--- config.mk ---
export PLATFORM = sky130hd
export DESIGN_NAME = sum_uart_tx
export DESIGN_NICKNAME = d
export VERILOG_FILES = /design/src/rtl/sum_uart_tx.sv
export SDC_FILE = /design/constraint.sdc
export NUM_CORES = 1
export LEC_CHECK = 0
export ABC_AREA = 1
export CAP_MARGIN = 10
export CORE_MARGIN = 3
export CORE_UTILIZATION = 30
export CTS_BUF_LIST = sky130_fd_sc_hd__clkbuf_2 sky130_fd_sc_hd__clkbuf_4 sky130_fd_sc_hd__clkbuf_8
export CTS_CLUSTER_SIZE = 8
export DETAILED_ROUTE_END_ITERATION = 6
export DONT_BUFFER_PORTS = 1
export PLACE_DENSITY = 0.49
export SYNTH_ARGS = -nofsm -noshare
export SYNTH_HDL_FRONTEND = slang
export SYNTH_SLANG_ARGS = --single-unit
--- constraint.sdc ---
create_clock -name clk -period 2.8 [get_ports clk]
set_input_delay 0.28 -clock clk [delete_from_list [all_inputs] [get_ports clk]]
set_output_delay 0.28 -clock clk [all_outputs]
set_load 0.02 [all_outputs]
--- src/rtl/sum_uart_tx.sv ---
// sum_uart_tx: queues 8-bit sum values and sends each one as an async serial
// frame (start, 8 data bits LSB-first, optional even parity, stop) on tx_out.
//
// Build option: define SUM_UART_PARITY_EN to add the even-parity bit
// (11-bit frame). When it is undefined the frame is 10 bits.
//
// Parameters:
//   CLKS_PER_BIT  clock cycles per serial bit (2..255)
//   FIFO_DEPTH    queue entries (power of two, >= 2)
// Ports:
//   clk, rst_n    clock and asynchronous active-low reset
//   in_data       sum value to queue
//   in_valid      push request, sampled every rising edge
//   tx_out        serial line, idle high, registered
//   busy          high while a frame is in progress
//   fifo_full     queue occupancy == FIFO_DEPTH
//   fifo_empty    queue occupancy == 0
//   overflow      sticky, set when a push was dropped
module sum_uart_tx #(
  parameter int unsigned CLKS_PER_BIT = 8,
  parameter int unsigned FIFO_DEPTH   = 4
) (
  input  logic       clk,
  input  logic       rst_n,
  input  logic [7:0] in_data,
  input  logic       in_valid,
  output logic       tx_out,
  output logic       busy,
  output logic       fifo_full,
  output logic       fifo_empty,
  output logic       overflow
);

  localparam int unsigned PTR_W = $clog2(FIFO_DEPTH);
  localparam int unsigned CNT_W = PTR_W + 1;
  localparam int unsigned TMR_W = 8;
  localparam int unsigned IDX_W = 3;
  localparam logic [TMR_W-1:0] TMR_LAST = TMR_W'(CLKS_PER_BIT - 1);
  localparam logic [CNT_W-1:0] DEPTH_C  = CNT_W'(FIFO_DEPTH);

  typedef enum logic [2:0] {
    S_IDLE,
    S_START,
    S_DATA,
    S_STOP
`ifdef SUM_UART_PARITY_EN
    , S_PARITY
`endif
  } state_e;

  state_e             state_q, state_d;
  logic [TMR_W-1:0]   tmr_q, tmr_d;
  logic [IDX_W-1:0]   idx_q, idx_d, idx_nxt;
  logic [7:0]         shreg_q, shreg_d;
  logic               tx_q, tx_d;
  logic               busy_q;
  logic [PTR_W-1:0]   wr_ptr_q, wr_ptr_d;
  logic [PTR_W-1:0]   rd_ptr_q, rd_ptr_d;
  logic [CNT_W-1:0]   count_q, count_d;
  logic               full_q, empty_q;
  logic               ovf_q, ovf_d;
  logic [7:0]         mem_q [FIFO_DEPTH];

  logic               tmr_tc;
  logic               pop;
  logic               push;
  logic               fifo_has_data;

  assign tmr_tc        = (tmr_q == TMR_LAST);
  assign idx_nxt       = idx_q + 3'd1;
  assign fifo_has_data = (count_q != '0);

  // Frame sequencer: tx_d is the line value for the cycle after this edge.
  always_comb begin
    state_d = state_q;
    tmr_d   = tmr_tc ? '0 : tmr_q + 1'b1;
    idx_d   = idx_q;
    shreg_d = shreg_q;
    tx_d    = tx_q;
    pop     = 1'b0;

    case (state_q)
      S_IDLE: begin
        tmr_d = '0;
        tx_d  = 1'b1;
        if (fifo_has_data) begin
          pop     = 1'b1;
          shreg_d = mem_q[rd_ptr_q];
          state_d = S_START;
          tx_d    = 1'b0;
        end
      end

      S_START: begin
        if (tmr_tc) begin
          idx_d   = '0;
          state_d = S_DATA;
          tx_d    = shreg_q[0];
        end
      end

      S_DATA: begin
        if (tmr_tc) begin
          // idx_nxt wraps 7 -> 0, leaving the index ready for the next frame
          idx_d = idx_nxt;
          if (idx_q == 3'd7) begin
`ifdef SUM_UART_PARITY_EN
            state_d = S_PARITY;
            tx_d    = ^shreg_q;
`else
            state_d = S_STOP;
            tx_d    = 1'b1;
`endif
          end else begin
            tx_d = shreg_q[idx_nxt];
          end
        end
      end

`ifdef SUM_UART_PARITY_EN
      S_PARITY: begin
        if (tmr_tc) begin
          state_d = S_STOP;
          tx_d    = 1'b1;
        end
      end
`endif

      S_STOP: begin
        if (tmr_tc) begin
          // Chain straight into the next start bit when data is waiting
          if (fifo_has_data) begin
            pop     = 1'b1;
            shreg_d = mem_q[rd_ptr_q];
            state_d = S_START;
            tx_d    = 1'b0;
          end else begin
            state_d = S_IDLE;
            tx_d    = 1'b1;
          end
        end
      end

      default: begin
        state_d = S_IDLE;
        tmr_d   = '0;
        tx_d    = 1'b1;
      end
    endcase
  end

  // Queue bookkeeping: a full queue still accepts when a pop frees a slot.
  always_comb begin
    push     = in_valid && ((count_q != DEPTH_C) || pop);
    wr_ptr_d = push ? wr_ptr_q + 1'b1 : wr_ptr_q;
    rd_ptr_d = pop  ? rd_ptr_q + 1'b1 : rd_ptr_q;
    ovf_d    = ovf_q | (in_valid & ~push);
    case ({push, pop})
      2'b10:   count_d = count_q + 1'b1;
      2'b01:   count_d = count_q - 1'b1;
      default: count_d = count_q;
    endcase
  end

  // Storage array; when full, a same-edge write to the popped slot is safe
  // because the pop reads the pre-edge contents.
  always_ff @(posedge clk) begin
    if (push) begin
      mem_q[wr_ptr_q] <= in_data;
    end
  end

  // State and registered outputs
  always_ff @(posedge clk or negedge rst_n) begin
    if (!rst_n) begin
      state_q  <= S_IDLE;
      tmr_q    <= '0;
      idx_q    <= '0;
      shreg_q  <= '0;
      tx_q     <= 1'b1;
      busy_q   <= 1'b0;
      wr_ptr_q <= '0;
      rd_ptr_q <= '0;
      count_q  <= '0;
      full_q   <= 1'b0;
      empty_q  <= 1'b1;
      ovf_q    <= 1'b0;
    end else begin
      state_q  <= state_d;
      tmr_q    <= tmr_d;
      idx_q    <= idx_d;
      shreg_q  <= shreg_d;
      tx_q     <= tx_d;
      busy_q   <= (state_d != S_IDLE);
      wr_ptr_q <= wr_ptr_d;
      rd_ptr_q <= rd_ptr_d;
      count_q  <= count_d;
      full_q   <= (count_d == DEPTH_C);
      empty_q  <= (count_d == '0);
      ovf_q    <= ovf_d;
    end
  end

  assign tx_out     = tx_q;
  assign busy       = busy_q;
  assign fifo_full  = full_q;
  assign fifo_empty = empty_q;
  assign overflow   = ovf_q;

endmodule

# Word level (Yosys, flattened, before mapping)
# Memory sizes are Yosys's and may differ from the RTL's.
# Cells that the tools add are included.
[word_totals]
n_memories = 1
input_bits = 11
mem_bits_rw = 32
reg_bits = 34
[classes]
order_cmp = 1
n_reduce_logical = 12
bitwise_logic = 3
eq_ne = 12
muxes = 29
add_sub_neg = 6
[mem_list]
columns = ["memory", "depth", "width", "rd", "rd_ports_with_merged_regs", "wr", "line_no", "text"]
rows = [
  ["mem_q", 4, 8, 1, 0, 1, "62", "logic [7:0] mem_q [FIFO_DEPTH];"],
]
[ops]
columns = ["operator", "n"]
rows = [
  ["8-bit 2-to-1 mux", 4],
  ["3-bit 2-to-1 mux", 7],
  ["8-bit case mux with 2 select lines", 1],
  ["3-bit case mux with 2 select lines", 2],
  ["3-bit case mux with 4 select lines", 1],
  ["1-bit 2-to-1 mux", 11],
  ["8-bit by 1-bit adder with 8-bit output (second input constant)", 1],
  ["8-bit by 3-bit == test with 1-bit output (second input constant)", 1],
  ["3-bit by 1-bit adder with 3-bit output (second input constant)", 2],
  ["3-bit by 2-bit == test with 1-bit output (second input constant)", 2],
  ["3-bit == test (second input constant)", 2],
  ["3-bit logical NOT", 2],
  ["2-bit != test (second input constant)", 3],
  ["3-bit AND reduction", 2],
  ["3-bit nonzero test", 2],
  ["2-bit by 1-bit adder with 2-bit output (second input constant)", 2],
  ["3-bit by 4-bit less-than comparator with 1-bit output (second input constant)", 1],
  ["1-bit case mux with 4 select lines", 1],
  ["2-bit nonzero test", 2],
  ["1-bit binary-select mux with 3-bit select", 1],
  ["3-bit by 1-bit == test with 1-bit output (second input constant)", 1],
  ["3-bit != test (second input constant)", 1],
  ["3-bit OR reduction", 1],
  ["3-bit by 1-bit subtractor with 3-bit output (second input constant)", 1],
  ["9 further kinds", 9],
]

# Logic depth before layout (Yosys ltp)
# Gate-level depths: netlist of run 1.
[depth]
word_depth = 9
mapped_depth = 14

# Worst setup path before layout of run 1
# OpenSTA, ideal clock, no wires.
[synth_path]
path_kind = "register to register"
from = "register tmr_q[0]"
to = "memory mem_q[0][0] (enable)"
setup_time_ps = 371
slack_ps = 836
path_buffers = 0
path_stages_with_launch = 8
period_less_slack_ps = 1964
t_required_ps = 2429
arrival_time_ps = 1593
path_cell_list = "dfrtp_1 > ha_1 > nand3_1 > o21ai_2 > nand2_4 > nand2_1 > nand2_2 > nor2_1"
[synth_between]
elab_chain_len = 7
[synth_lines]
columns = ["element", "line_no", "text"]
rows = [
  ["start: declaration", "52", "logic [TMR_W-1:0] tmr_q, tmr_d;"],
  ["start signal: assignment", "190", "tmr_q <= tmr_d;"],
  ["8-bit by 3-bit == test with 1-bit output", "69", "assign tmr_tc = (tmr_q == TMR_LAST);"],
  ["1-bit 2-to-1 mux", "130", "if (tmr_tc) begin"],
  ["1-bit case mux with 2 select lines", "82", "case (state_q)"],
  ["1-bit logical OR", "154", "push = in_valid && ((count_q != DEPTH_C) || pop);"],
  ["1-bit logical AND", "154", ""],
  ["1-bit 2-to-1 mux", "168", "if (push) begin"],
  ["1-bit 2-to-1 mux (implied by the code)", "169", "mem_q[wr_ptr_q] <= in_data;"],
  ["end: declaration", "62", ""],
]
# Every way passes these cells.

# Worst setup path in the final report of run 1
[layout_path]
from = "register tmr_q[0]"
to = "register full_q, in the netlist fifo_full"
[layout_between]
elab_chain_len = 8
word_cells_on_any_way = 9
cone_classes = "4 x eq/ne; 3 x mux; 2 x reduce/logical"
[layout_lines]
columns = ["element", "line_no", "text"]
rows = [
  ["8-bit by 3-bit == test with 1-bit output *", "69", ""],
  ["1-bit 2-to-1 mux *", "130", ""],
  ["1-bit case mux with 2 select lines *", "82", ""],
  ["1-bit logical OR", "154", ""],
  ["1-bit logical AND", "154", ""],
  ["2-bit by 1-bit == test with 1-bit output or 2-bit == test (tied branches)", "158", "case ({push, pop})"],
  ["3-bit case mux with 2 select lines *", "158", ""],
  ["named net count_d[1]", "59", "logic [CNT_W-1:0] count_q, count_d;"],
  ["3-bit == test *", "198", "full_q <= (count_d == DEPTH_C);"],
  ["end signal: assignment", "198", ""],
  ["end: declaration", "60", "logic full_q, empty_q;"],
]
# Mark *: on every way through the listed nets, which the timed path passes. The rest lies on a longest branch.
# A chain may end at the register's enable or synchronous reset.

==> results by group, run 1 <==
Status
  – Outcome: completed

Cells and area
  – Most frequent cells in the layout: 50 x nor2_1, 33 x inv_1, 32 x dfrtp_1, 32 x edfxtp_1, 20 x nand2_1
  – Layout area overhead: 16.7%
  – Share of layout cells above drive strength 1: 15.2%
  – Final #Nets: a little over 300
  – Post-route cell area: 3450 um2
  – Commonest non-fill, non-tap cell in the layout: nor2_1
  – Diode count: 0
  – Layout Cells excl Fill: 426

Power
  – Total power: 3.32 mW
  – Pwr dens: 960 nW/um2
  – Leak: 1.45 nW
  – VDD IR max: about 0.31 mV

CTS
  – CTS tree: yes
  – Clock Path Buffers: 2
  – CTS root buffer: clkbuf_8
  – Clock-pin transition on the worst setup and hold timing paths: 0.08 ns
  – TritonCTS Buffers: 9
  – Post-CTS sizing: 0
  – Worst-Skew Late Latency: 0.34 ns
  – Clock Sink Count: 66
  – H-tree Lvls: 3

Critical path
  – Worst-path cell chain: ha_1 -> nand3_1 -> o21ai_2 -> nand3_2 -> fa_1 -> inv_1 -> nand3_1 -> nand2_2 -> nor2_1 -> nand2_1 -> inv_1
  – R2R cell count: 11
  – RR Startpoint: tmr_q[0]$_DFF_PN0_
  – CP Class: flop to flop
  – Critical path launch point type: flop
  – Crit path DAT: 2.41 ns
  – Nature of the critical path endpoint: flop
  – Worst path slowest cell: fa_1
  – CP startpoint: tmr_q[0]$_DFF_PN0_
  – Delay of the slowest critical-path stage: roughly 0.50 ns
  – Data required, critical path: 3.08 ns
  – Crit-path max FO: 4

Timing
  – Setup TNS: 0 ns
  – Final Setup Violations: 0
  – Slew headroom: 60.7%
  – Worst setup margin: between 0.6 and 0.7 ns
  – Max Freq: roughly 0.47 GHz
  – Least-Margin Pin Slew: 0.589 ns
  – Max Slew Vio Count: 0
  – Minimum clock period: 2.13 ns
  – Clock skew: about 0.0078 ns
  – RSZ-0062 raised after global routing: false
  – Final Hold Vio Count: 0
  – Final worst-path cycle share: ~76%

GRT
  – First-pass GRT wire length: 8840 um
  – Total GRT Usage: 10.2%
  – Antenna violations before repair: 0
  – Vias in the first global route: ~1,800
  – GRT overflow: 0
  – Largest net degree at the start of global routing: 35

Placement
  – # placed instances: 400
  – Input/output buffers: 0
  – Post-DP HPWL: 3510 um
  – Placer Congestion: 0.762
  – Post-Place Cell Area: 3120 um2
  – Worst slack, placed: approximately 0.67 ns

Logic synthesis
  – Syn nets: approximately 290
  – Area contributors post-synth: edfxtp_1 32%, dfrtp_1 27%, nor2_1 6.3%
  – Post-synth top area share: 32.5%
  – Synth area leader: edfxtp_1
  – Yosys cell types: 35
  – Register area share after synthesis: 61.3%
  – Synth Area per Inst: 10.8 um2
  – Post-Syn Area: 2960 um2
  – Gate Count Post-Synth: ~270
  – Warnings, synthesis: 0
  – Flops & latches, synth: 66

Route
  – Total wire length: just over 5000 um
  – DR iter-0 viols: a little over 70
  – Via count: 1,872
  – Drt first pass iters: 4
  – Routed len/inst: 12.0 um
  – Routed vias/inst: 4.39
  – Post-DRT Antenna Nets: 0
  – Drt drc: 0

Die
  – Die X: between 100 and 150 um
  – Die Y: around 110 um
  – # rows: 35
  – Initial Utilization: around a third
  – Die footprint: 11,100 um2
  – Core Area: 9420 um2
  – I/O pins: 16

Flow run
  – Max Cap Viol: 0

Worst hold path
  – HP Start: in_data[1]
  – Path type of the worst min-delay path: input port to flop
  – Worst Hold Depth: 0
[final timing paths]
kind | slack, ns | to
worst max-delay path | 0.67 | fifo_full$_DFF_PN0_
worst min-delay path | 0.04 | mem_q[3][1]$_DFFE_PP_
worst max register to register | 0.67 | fifo_full$_DFF_PN0_
worst min register to register | 0.46 | tmr_q[0]$_DFF_PN0_
max in group asynchronous | 2.16 | fifo_empty$_DFF_PN1_
min in group asynchronous | 0.39 | busy$_DFF_PN0_
[synthesized netlist by cell type]
master and n:
nand3_2 1, xnor2_1 1, or2_1 1, xor2_1 2
nand2_1 20, dfstp_2 2, nand2_4 1, o21bai_1 1
fa_1 1, ha_1 7, nor2_1 50, inv_1 33
o32ai_1 8, a311oi_1 1, mux2_2 1, buf_1 1
a22o_1 1, clkinv_1 1, a21oi_1 15, o21ai_2 3
mux2_4 5, buf_2 2, buf_6 1, clkbuf_1 3
dfrtp_1 32, nand2_2 6, nand3_4 1, nor3b_1 2
nor2_2 2, o21ai_0 19, nor2_4 2, nand3_1 10
edfxtp_1 32, conb_1 1, nor3_1 4
[routing by layer]
| metal | track usage [%] | part of all wire (%) |
|---|---|---|
| met1 | 12.8 | 49 |
| met4 | 3.37 | 0.51 |
| met2 | 15.8 | 47 |
| met3 | 4.53 | 3.3 |
| met5 | 0 | 0 |
[flip-flops by register name (all words and copies together), names as in the netlist]
signal and flops:
mem_q 32, shreg_q 8, tmr_q 8, count_q 3, idx_q 3, state_q 3
rd_ptr_q 2, wr_ptr_q 2, busy 1, fifo_empty 1, fifo_full 1, overflow 1
tx_out 1
[area by class of cell]
class                      instances  area [um2]
sequential                        66        1810
clock inverter                     7        98.8
fill                             937        5960
clock buffer                       9         124
timing repair buffer              15         148
tap                              129         161
multi-input combinational        166         981
inverter                          34         128
[per-stage QoR]
step	hold WS, ns	util (%)
floorplan	-0.0156	-
global placement	-0.0132	33.2
detailed placement	-0.0132	33.2
CTS	0.00648	35.8
global route	0.00149	36.7
finish	0.0396	36.7
[report_power, final]
| group | switching, mW | total [mW] | internal [mW] |
|---|---|---|---|
| clock | 0.381 | 0.890 | 0.509 |
| sequential | 0.201 | 1.48 | 1.27 |
| combinational | 0.548 | 0.953 | 0.405 |
[what timing repair did]
| action | 4_1_cts | 5_1_grt |
|---|---|---|
| setup buffers | 0 | 0 |
| hold buffers | 2 | 8 |
| hold endpoints to repair | 34 | 31 |
[worst max-delay path, delay by kind of cell (launching register included)]
family          cells  cell delay, ns
simple gates        6            0.60
flops               1            0.37
compound gates      1            0.31
fa+ha+maj           2            0.69
buf+inv             2            0.09
[cells by family (layout without fill, tap and decap cells)]
kind of cell	count (synthesis)	in the layout	share of synthesized area, %
compound gates	48	48	9.85
other cells	1	1	0.127
simple gates	100	100	15.7
mux	6	6	2.92
buf+inv	41	65	5.54
flops	66	66	61.3
xor+xnor	3	3	0.888
fa+ha+maj	8	8	3.64
Note: power is estimated with default switching activity, not from simulation.
==> run 2, diff against run 1 <==
--- a/config.mk
+++ b/config.mk
@@ -13,7 +13,7 @@
 export CTS_CLUSTER_SIZE = 8
 export DETAILED_ROUTE_END_ITERATION = 6
 export DONT_BUFFER_PORTS = 1
-export PLACE_DENSITY = 0.49
+export PLACE_DENSITY = 0.5
 export SYNTH_ARGS = -nofsm -noshare
 export SYNTH_HDL_FRONTEND = slang
 export SYNTH_SLANG_ARGS = --single-unit
==> constraint.sdc (replaced) <==
create_clock -name clk -period 1.82 [get_ports clk]
set_input_delay 0.182 -clock clk [delete_from_list [all_inputs] [get_ports clk]]
set_output_delay 0.182 -clock clk [all_outputs]
set_load 0.02 [all_outputs]
==> results by group, run 2 (synthesized netlist as in run 1, its figures left out) <==
Status
  – Outcome: completed

Cells and area
  – Diode count: 0
  – Multi-input logic area: around 1000 um2
  – Final #Nets: approximately 340
  – Fill count: 917
  – Max reg flops: 32
  – Layout area overhead: 24.0%
  – Most frequent cells in the layout: 47 x nor2_1, 32 x inv_1, 32 x edfxtp_1
  – Biggest register: mem_q
  – Register area: 1820 um2
  – Commonest non-fill, non-tap cell in the layout: nor2_1
  – Share of layout cells above drive strength 1: between 20% and 30%
  – Regs by FF count: mem_q x32, shreg_q x8, tmr_q x8

Critical path
  – CP startpoint: tmr_q[6]$_DFF_PN0_
  – RR Startpoint: tmr_q[6]$_DFF_PN0_
  – Critical path launch point type: flop
  – CP Class: flop to flop
  – Reg2Reg Setup Slack: about 0.015 ns
  – Crit path capture: fifo_full$_DFF_PN0_
  – Crit path DAT: 2.08 ns
  – FF-to-FF End: fifo_full$_DFF_PN0_
  – Nature of the critical path endpoint: flop
  – Data required, critical path: 2.10 ns
  – R2R cell count: 11
  – Crit-path max FO: 3

Die
  – # rows: 35
  – Initial Utilization: a little under a third
  – Die Y: about 110 um
  – Core Area: roughly 9400 um2
  – Die footprint: 11,100 um2
  – Die X: roughly 110 um
  – I/O pins: 16

Timing
  – Hold WS: 0.0643 ns
  – Final worst-path cycle share: 99.2%
  – Least-Margin Pin Slew: 0.532 ns
  – Max Slew Vio Count: 0
  – Slew headroom: 64.5%
  – RSZ-0062 raised after global routing: true
  – Final Hold Vio Count: 0
  – Max Freq: 0.554 GHz
  – Final Setup Violations: 0
  – Clock skew: 0.00817 ns
  – Worst setup margin: 0.0149 ns
  – Minimum clock period: approximately 1.8 ns

Worst hold path
  – Worst Hold Depth: 2
  – Path type of the worst min-delay path: input port to flop

Route
  – Drt drc: 0
  – Routed vias/inst: about 4.3
  – DR iter-0 viols: 56
  – Post-DRT Antenna Nets: 0
  – Via count: 1,948
  – Drt first pass iters: 4
  – Total wire length: ~5300 um
  – Routed len/inst: around 12 um

Power
  – Clock share of power: 21.8%
  – Leak: between 1.5 and 2 nW
  – Sw Pwr: 1.81 mW
  – Part of the power in registers: 43.7%
  – Sw Share: 35.7%
  – VDD IR max: about 0.62 mV
  – Int Pwr: around 3.3 mW
  – Pwr dens: 1390 nW/um2
  – Combinational share of power: 34.6%

GRT
  – First-pass GRT wire length: roughly 9000 um
  – Largest net degree at the start of global routing: 35
  – Antenna violations before repair: 0
  – GRT overflow: 0
  – Total GRT Usage: 10.5%
  – Vias in the first global route: between 1,500 and 2,000

Placement
  – Input/output buffers: 0
  – Worst slack, placed: -0.0279 ns
  – Post-DP HPWL: 3640 um
  – Placer Congestion: between 0.8 and 0.9

CTS
  – TritonCTS Buffers: 9
  – H-tree Lvls: 3
  – Clock Path Buffers: 2
  – CTS root buffer: clkbuf_8
  – Worst-Skew Late Latency: 0.34 ns
  – Clock-pin transition on the worst setup and hold timing paths: 0.08 ns
  – CTS tree: yes
  – Clock Sink Count: 66

Flow run
  – Max Cap Viol: 0
## run 2: per-stage QoR
step | utilization [%] | TNS [ns] | total power, mW | cell area [um2] | instances
after floorplan | - | -1.63 | 3.41 | 2970 | 273
after global placement | 35.0 | -0.00115 | 3.92 | 3290 | 421
after detailed placement | 35.0 | -0.0517 | 3.93 | 3290 | 421
after CTS | 38.4 | -0.0122 | 5.11 | 3620 | 449
after global routing | 39.0 | -0.309 | 5.49 | 3670 | 450
final | 39.0 | 0 | 5.08 | 3670 | 450
## run 2: critical path, stage by stage, from the launching register on
cell and delay [ns]:
dfrtp_1 0.39, nor2_1 0.11, nand2_1 0.11, o21ai_4 0.18, nand3_2 0.11, fa_1 0.50
inv_2 0.04, nand3_2 0.06, nand2_2 0.06, nor2_1 0.10, nand2_1 0.05, inv_1 0.04
## run 2: how the worst min path moves through the flow
stage,slack [ns],start,endpoint
after floorplan,-0.11,rst_n,busy$_DFF_PN0_
after global placement,-0.11,rst_n,busy$_DFF_PN0_
after detailed placement,-0.11,rst_n,busy$_DFF_PN0_
after CTS,0.05,in_valid,overflow$_DFF_PN0_
after global routing,0.07,in_valid,overflow$_DFF_PN0_
final,0.06,in_valid,overflow$_DFF_PN0_
## run 2: what timing repair did
item,CTS,global route
setup endpoints to repair,6,35
gates resized for setup,3,14
setup buffers,2,1
hold buffers,10,0
cloned,0,0
pin swaps,1,4
endpoints found under the hold margin,66,0
## run 2: layout make-up
class / count / share of cell area (%)
Sequential cell: 66 / 49.5
Multi-Input combinational cell: 166 / 28.4
Timing Repair Buffer: 39 / 9.35
Tap cell: 129 / 4.40
Inverter: 34 / 3.48
Clock buffer: 9 / 3.38
Clock inverter: 7 / 1.47
## run 2: power groups by stage
stage	clock network, mW	logic [mW]	registers, mW
floorplan	0	1.26	2.15
global placement	0	1.67	2.25
detailed placement	0	1.68	2.25
CTS	1.14	1.74	2.22
global route	1.22	2.01	2.27
finish	1.11	1.76	2.22
## run 2: layer usage
layer | share of wire [%] | track usage (%)
met1 | 48 | 13.7
met2 | 47 | 16.2
met5 | 0 | 0
met4 | 1.1 | 3.94
met3 | 4.0 | 3.37
==> run 3, diff against run 2 <==
--- a/config.mk
+++ b/config.mk
@@ -6,7 +6,6 @@
 export NUM_CORES = 1
 export LEC_CHECK = 0
 export ABC_AREA = 1
-export CAP_MARGIN = 10
 export CORE_MARGIN = 3
 export CORE_UTILIZATION = 30
 export CTS_BUF_LIST = sky130_fd_sc_hd__clkbuf_2 sky130_fd_sc_hd__clkbuf_4 sky130_fd_sc_hd__clkbuf_8
==> results of run 3 <==
The final DEF is identical to that of run 2; final timing and power are the same.
==> RTL edit 1 (config.mk and constraints of run 1) <==
The 4 states of `state_e` get a one-hot encoding in 4 bits.
--- a/src/rtl/sum_uart_tx.sv
+++ b/src/rtl/sum_uart_tx.sv
@@ -38,11 +38,11 @@
   localparam logic [TMR_W-1:0] TMR_LAST = TMR_W'(CLKS_PER_BIT - 1);
   localparam logic [CNT_W-1:0] DEPTH_C  = CNT_W'(FIFO_DEPTH);
 
-  typedef enum logic [2:0] {
-    S_IDLE,
-    S_START,
-    S_DATA,
-    S_STOP
+  typedef enum logic [3:0] {
+    S_IDLE  = 4'b0001,
+    S_START = 4'b0010,
+    S_DATA  = 4'b0100,
+    S_STOP  = 4'b1000
 `ifdef SUM_UART_PARITY_EN
     , S_PARITY
 `endif
Behaviour: same outputs for any inputs over 10 cycles, from zero or initial values and one cycle with rst_n low; not proved beyond that.
==> RTL edit 1 against run 1 <==
Setup slack improved by 21 ps; synthesized cell count is 11% higher; clock skew grew 1.2 ps; wire length rose by 12%; non-clock buffer count shrank 4; cell area down 0.62%; via count grew 6.2%; sequential share of layout area grew 1.1 points; area after synthesis is 1.3% higher; sequential cell count increased by 1; largest cell class unchanged.
Power is not compared: it rests on default switching activity, and its combinational part moved more than twofold at a synthesized area within 25%.
==> RTL edit 1: results (changes against run 1) <==
- The number of iterations in the first detailed-routing pass is 5 (+1).
- The mux share of post-synthesis cell area is 0% (-2.9 points).
- Among all stages on the critical path, the largest delay is contributed by nor2_1.
- The area fraction in compound gates after synthesis is 7.26% (-2.6 points).
- The met3 routed wirelength is 175 um (+2.9%).
- The number of cells in the design after placement came to 428 (+7.0%).
- The xor and xnor fraction of the mapped netlist area is 1.17% (+0.28 points).
- The cell count after synthesis came to 303 (+11%).
- The aggregate routed wire length is 5700 um (+12%).
- The count of fill cells added during filler insertion is 971 (+3.6%).
- The global-route wire length before repair came to 9830 um (+11%).
- The post-route met1 wirelength was 2680 um (+8.0%).
- The pin count of the biggest net entering global routing is 36 (+2.9%).
- The met1 usage is 14.6% (+1.8 points).
- The aggregate global-route resource usage came to 11.3% (+1.1 points).
- The family with the most delay on the worst path is simple AND/OR/NAND/NOR gates.
- The initial antenna violation count is 0 (unchanged).
- The met3 track demand over resource in global routing came to 3.83% (-0.71 points).
- The maximum single-stage delay on the critical path is 580 ps (+80 ps).
- The flow ran to the end, and the final reports show no timing, DRC or antenna violations.
- The worst clock skew on the final layout is 9.02 ps (+1.19 ps).
- The slew of the pin with the lowest slew margin is 750 ps (+160 ps).
- The total via count after detailed routing is 1988 (+6.2%).
- The pre-CTS setup slack is 676 ps (+6.74 ps).
- The final weighted congestion of routability-driven global placement was 0.716 (-6.0%).
- The proportion of synthesized flip-flops having asynchronous set or reset is 52.2% (+0.72 points).
- The number of nets in the layout was 338 (+8.7%).
- The post-synth net total is 322 (+10%).
- The amount of wire on met2 after detailed routing is 2760 um (+14%).
- The count of unique library cells instantiated by Yosys is 33 (-5.7%).
RTL edit 1: layout make-up:
type,count,area (um2),area share [%]
clock inverters,7,76.3,2.22
multi-input cells,189,962,28.0
inverters,41,154,4.48
clock buffers,9,124,3.61
repair buffers,11,115,3.35
well taps,129,161,4.70
flip-flops and latches,67,1840,53.6
RTL edit 1: where the power goes:
part	internal (W)	leakage, nW	switching, W
registers	0.00119	0.702	0.0000717
clock network	0.000415	0.0958	0.000387
logic	0.000102	0.642	0.000224
RTL edit 1: worst paths after layout:
path | start | end | slack [ps] | depth (start not counted)
max | tmr_q[0] | mem_q[2][5] | 690 | 7
min | in_data[0] | mem_q[0][0] | 30 | 0
max reg2reg | tmr_q[0] | mem_q[2][5] | 690 | 7
min reg2reg | tmr_q[0] | tmr_q[0] | 470 | 1
max in group asynchronous | rst_n | state_q[0] | 2170 | 2
min in group asynchronous | rst_n | tmr_q[5] | 380 | 2
==> RTL edit 2 (flow settings as in run 1) <==
Without the edit above. Change the localparam `IDX_W` from 3 to 2.
--- a/src/rtl/sum_uart_tx.sv
+++ b/src/rtl/sum_uart_tx.sv
@@ -34,7 +34,7 @@
   localparam int unsigned PTR_W = $clog2(FIFO_DEPTH);
   localparam int unsigned CNT_W = PTR_W + 1;
   localparam int unsigned TMR_W = 8;
-  localparam int unsigned IDX_W = 3;
+  localparam int unsigned IDX_W = 2;
   localparam logic [TMR_W-1:0] TMR_LAST = TMR_W'(CLKS_PER_BIT - 1);
   localparam logic [CNT_W-1:0] DEPTH_C  = CNT_W'(FIFO_DEPTH);
 
Formal check against the unedited RTL: no difference found for any inputs over 10 cycles, from zero or initial values and one cycle with rst_n low; that may be too few to reach the edited logic, so the function may still have changed.
==> RTL edit 2 against run 1 <==
Clock power shrank 42%; setup slack lost 120 ps; cell area shrank 33%; wire length shrank 30%; sequential cell count shrank 21; power shrank 38%; area after synthesis shrank 30%; critical endpoint unchanged; largest cell class unchanged.
==> RTL edit 2: results (changes against run 1) <==
- In the synthesized netlist the dominant register cell turns out to be dfrtp_1.
- The largest single stage delay on the critical path is 490 ps.
- The number of flops mapped to enable cells by yosys is 16 (-50%).
- The maximum fanout along the worst path is 12 (+8).
- Counting instances in the post-synthesis netlist gives the leading cell types as 32 x nor2_1, 28 x inv_1, 27 x dfrtp_1.
- The critical path data arrival time is 2500 ps (+90 ps).
- The count of unique library cells instantiated by Yosys is 32 (-8.6%).
- The initial detailed-routing violation count is 89 (+25%).
- The placed instance area is 0.00216 mm2 (-31%).
- The global-route wire length before repair came to 6370 um (-28%).
- The total clock network power is 0.000515 W (-42%).
- The number of nets in the layout is 234 (-25%).
- The switching power summed over all nets is 0.000726 W (-36%).
- The largest registers in the layout are mem_q: 16 flops, tmr_q: 8 flops, shreg_q: 4 flops.
- The aggregate global-route resource usage was 10.7% (+0.43 points).
- The pre-CTS setup slack is 569 ps (-100 ps).
- The power attributed to sequential cells came to 0.000973 W (-34%).
- The number of cells in the design after placement is 285 (-29%).
- The type of the tightest min-delay check is in2reg.
- The number of global-route vias before repair is 1311 (-28%).
- The family with the most delay on the worst path is simple AND/OR/NAND/NOR gates.
- The worst-case vdd ir drop came to 0.323 mV (+4.4%).
- The level count of the clock H-tree is 2 (-1).
- The via count normalized by instance count was 4.48 (+2.1%).
- The estimated wirelength of the detail-placed design is 2540 um (-28%).
- The count of fill cells added during filler insertion is 666 (-29%).
- The final weighted congestion of routability-driven global placement was 0.790 (+3.7%).
- The proportion of synthesized flip-flops having asynchronous set or reset was 64.4% (+13 points).
- The number of cells in the finished layout apart from fillers was 295 (-31%).
- The run finished with clean final reports.
- The fraction of final layout cells sized beyond drive strength 1 was 11.0% (-4.1 points).
- The part of the Yosys area used for sequential elements came to 58.2% (-3.1 points).
- The aggregate routed wire length is 3560 um (-30%).
- The pin count of the biggest net entering global routing is 30 (-14%).
- The worst clock skew on the final layout is 6.28 ps (-1.55 ps).
- The total internal power is 0.00133 W (-39%).
- The cell count after synthesis came to 210 (-23%).
- The worst slew margin relative to its limit came to 58.2% (-2.6 points).
- The static leakage power is 1.00 nW (-31%).
==> RTL edit 2: cell types whose count changed in the layout (fill, tap and decap cells not counted), sizes merged, moves of 8 or more <==
cell / change
o32ai: -8
a21oi: -11
nor2: -21
dlygate4sd3: -8
edfxtp: -16
==> RTL edit 2: final cells by class <==
class / count / area [um2] / area share [%]
multi-input combinational: 133 / 743 / 32.2
sequential: 45 / 1210 / 52.3
inverter: 30 / 113 / 4.88
timing repair buffer: 2 / 30.0 / 1.30
clock inverter: 3 / 50.0 / 2.17
tap: 77 / 96.3 / 4.17
clock buffer: 5 / 68.8 / 2.98
==> RTL edit 2: worst paths after layout <==
kind                       slack, ps  depth (start not counted)  startpoint          end
setup / recovery                 550                         13    tmr_q[0]    fifo_full
hold / removal                    70                          0  in_data[1]  mem_q[0][1]
setup reg to reg                 550                         13    tmr_q[0]    fifo_full
hold reg to reg                  470                          1    tmr_q[0]     tmr_q[0]
max in group asynchronous       2140                          2       rst_n   fifo_empty
min in group asynchronous        420                          2       rst_n     idx_q[1]
==> RTL edit 2: per-layer routing <==
metal  vias to the layer above  share of wire (%)  global-route usage, %
met5                         -                  0                      0
met4                         0                1.7                   4.87
met3                         4                5.1                   3.87
met2                        20                 44                   14.9
met1                       598                 49                   14.7
li1                        701                  -                      -
==> RTL edit 2: kinds of logic (layout without fill, tap and decap cells) <==
family | count (synthesis) | count (layout) | synth area share, %
DFF | 45 | 45 | 58.2
and+or+nand+nor | 90 | 90 | 20.9
muxes | 1 | 1 | 0.542
AOI/OAI and AO/OA | 30 | 30 | 8.08
other | 1 | 1 | 0.181
adders and majority gates | 6 | 6 | 3.98
buffers and inverters | 32 | 40 | 5.97
xor gates and xnor gates | 5 | 5 | 2.11
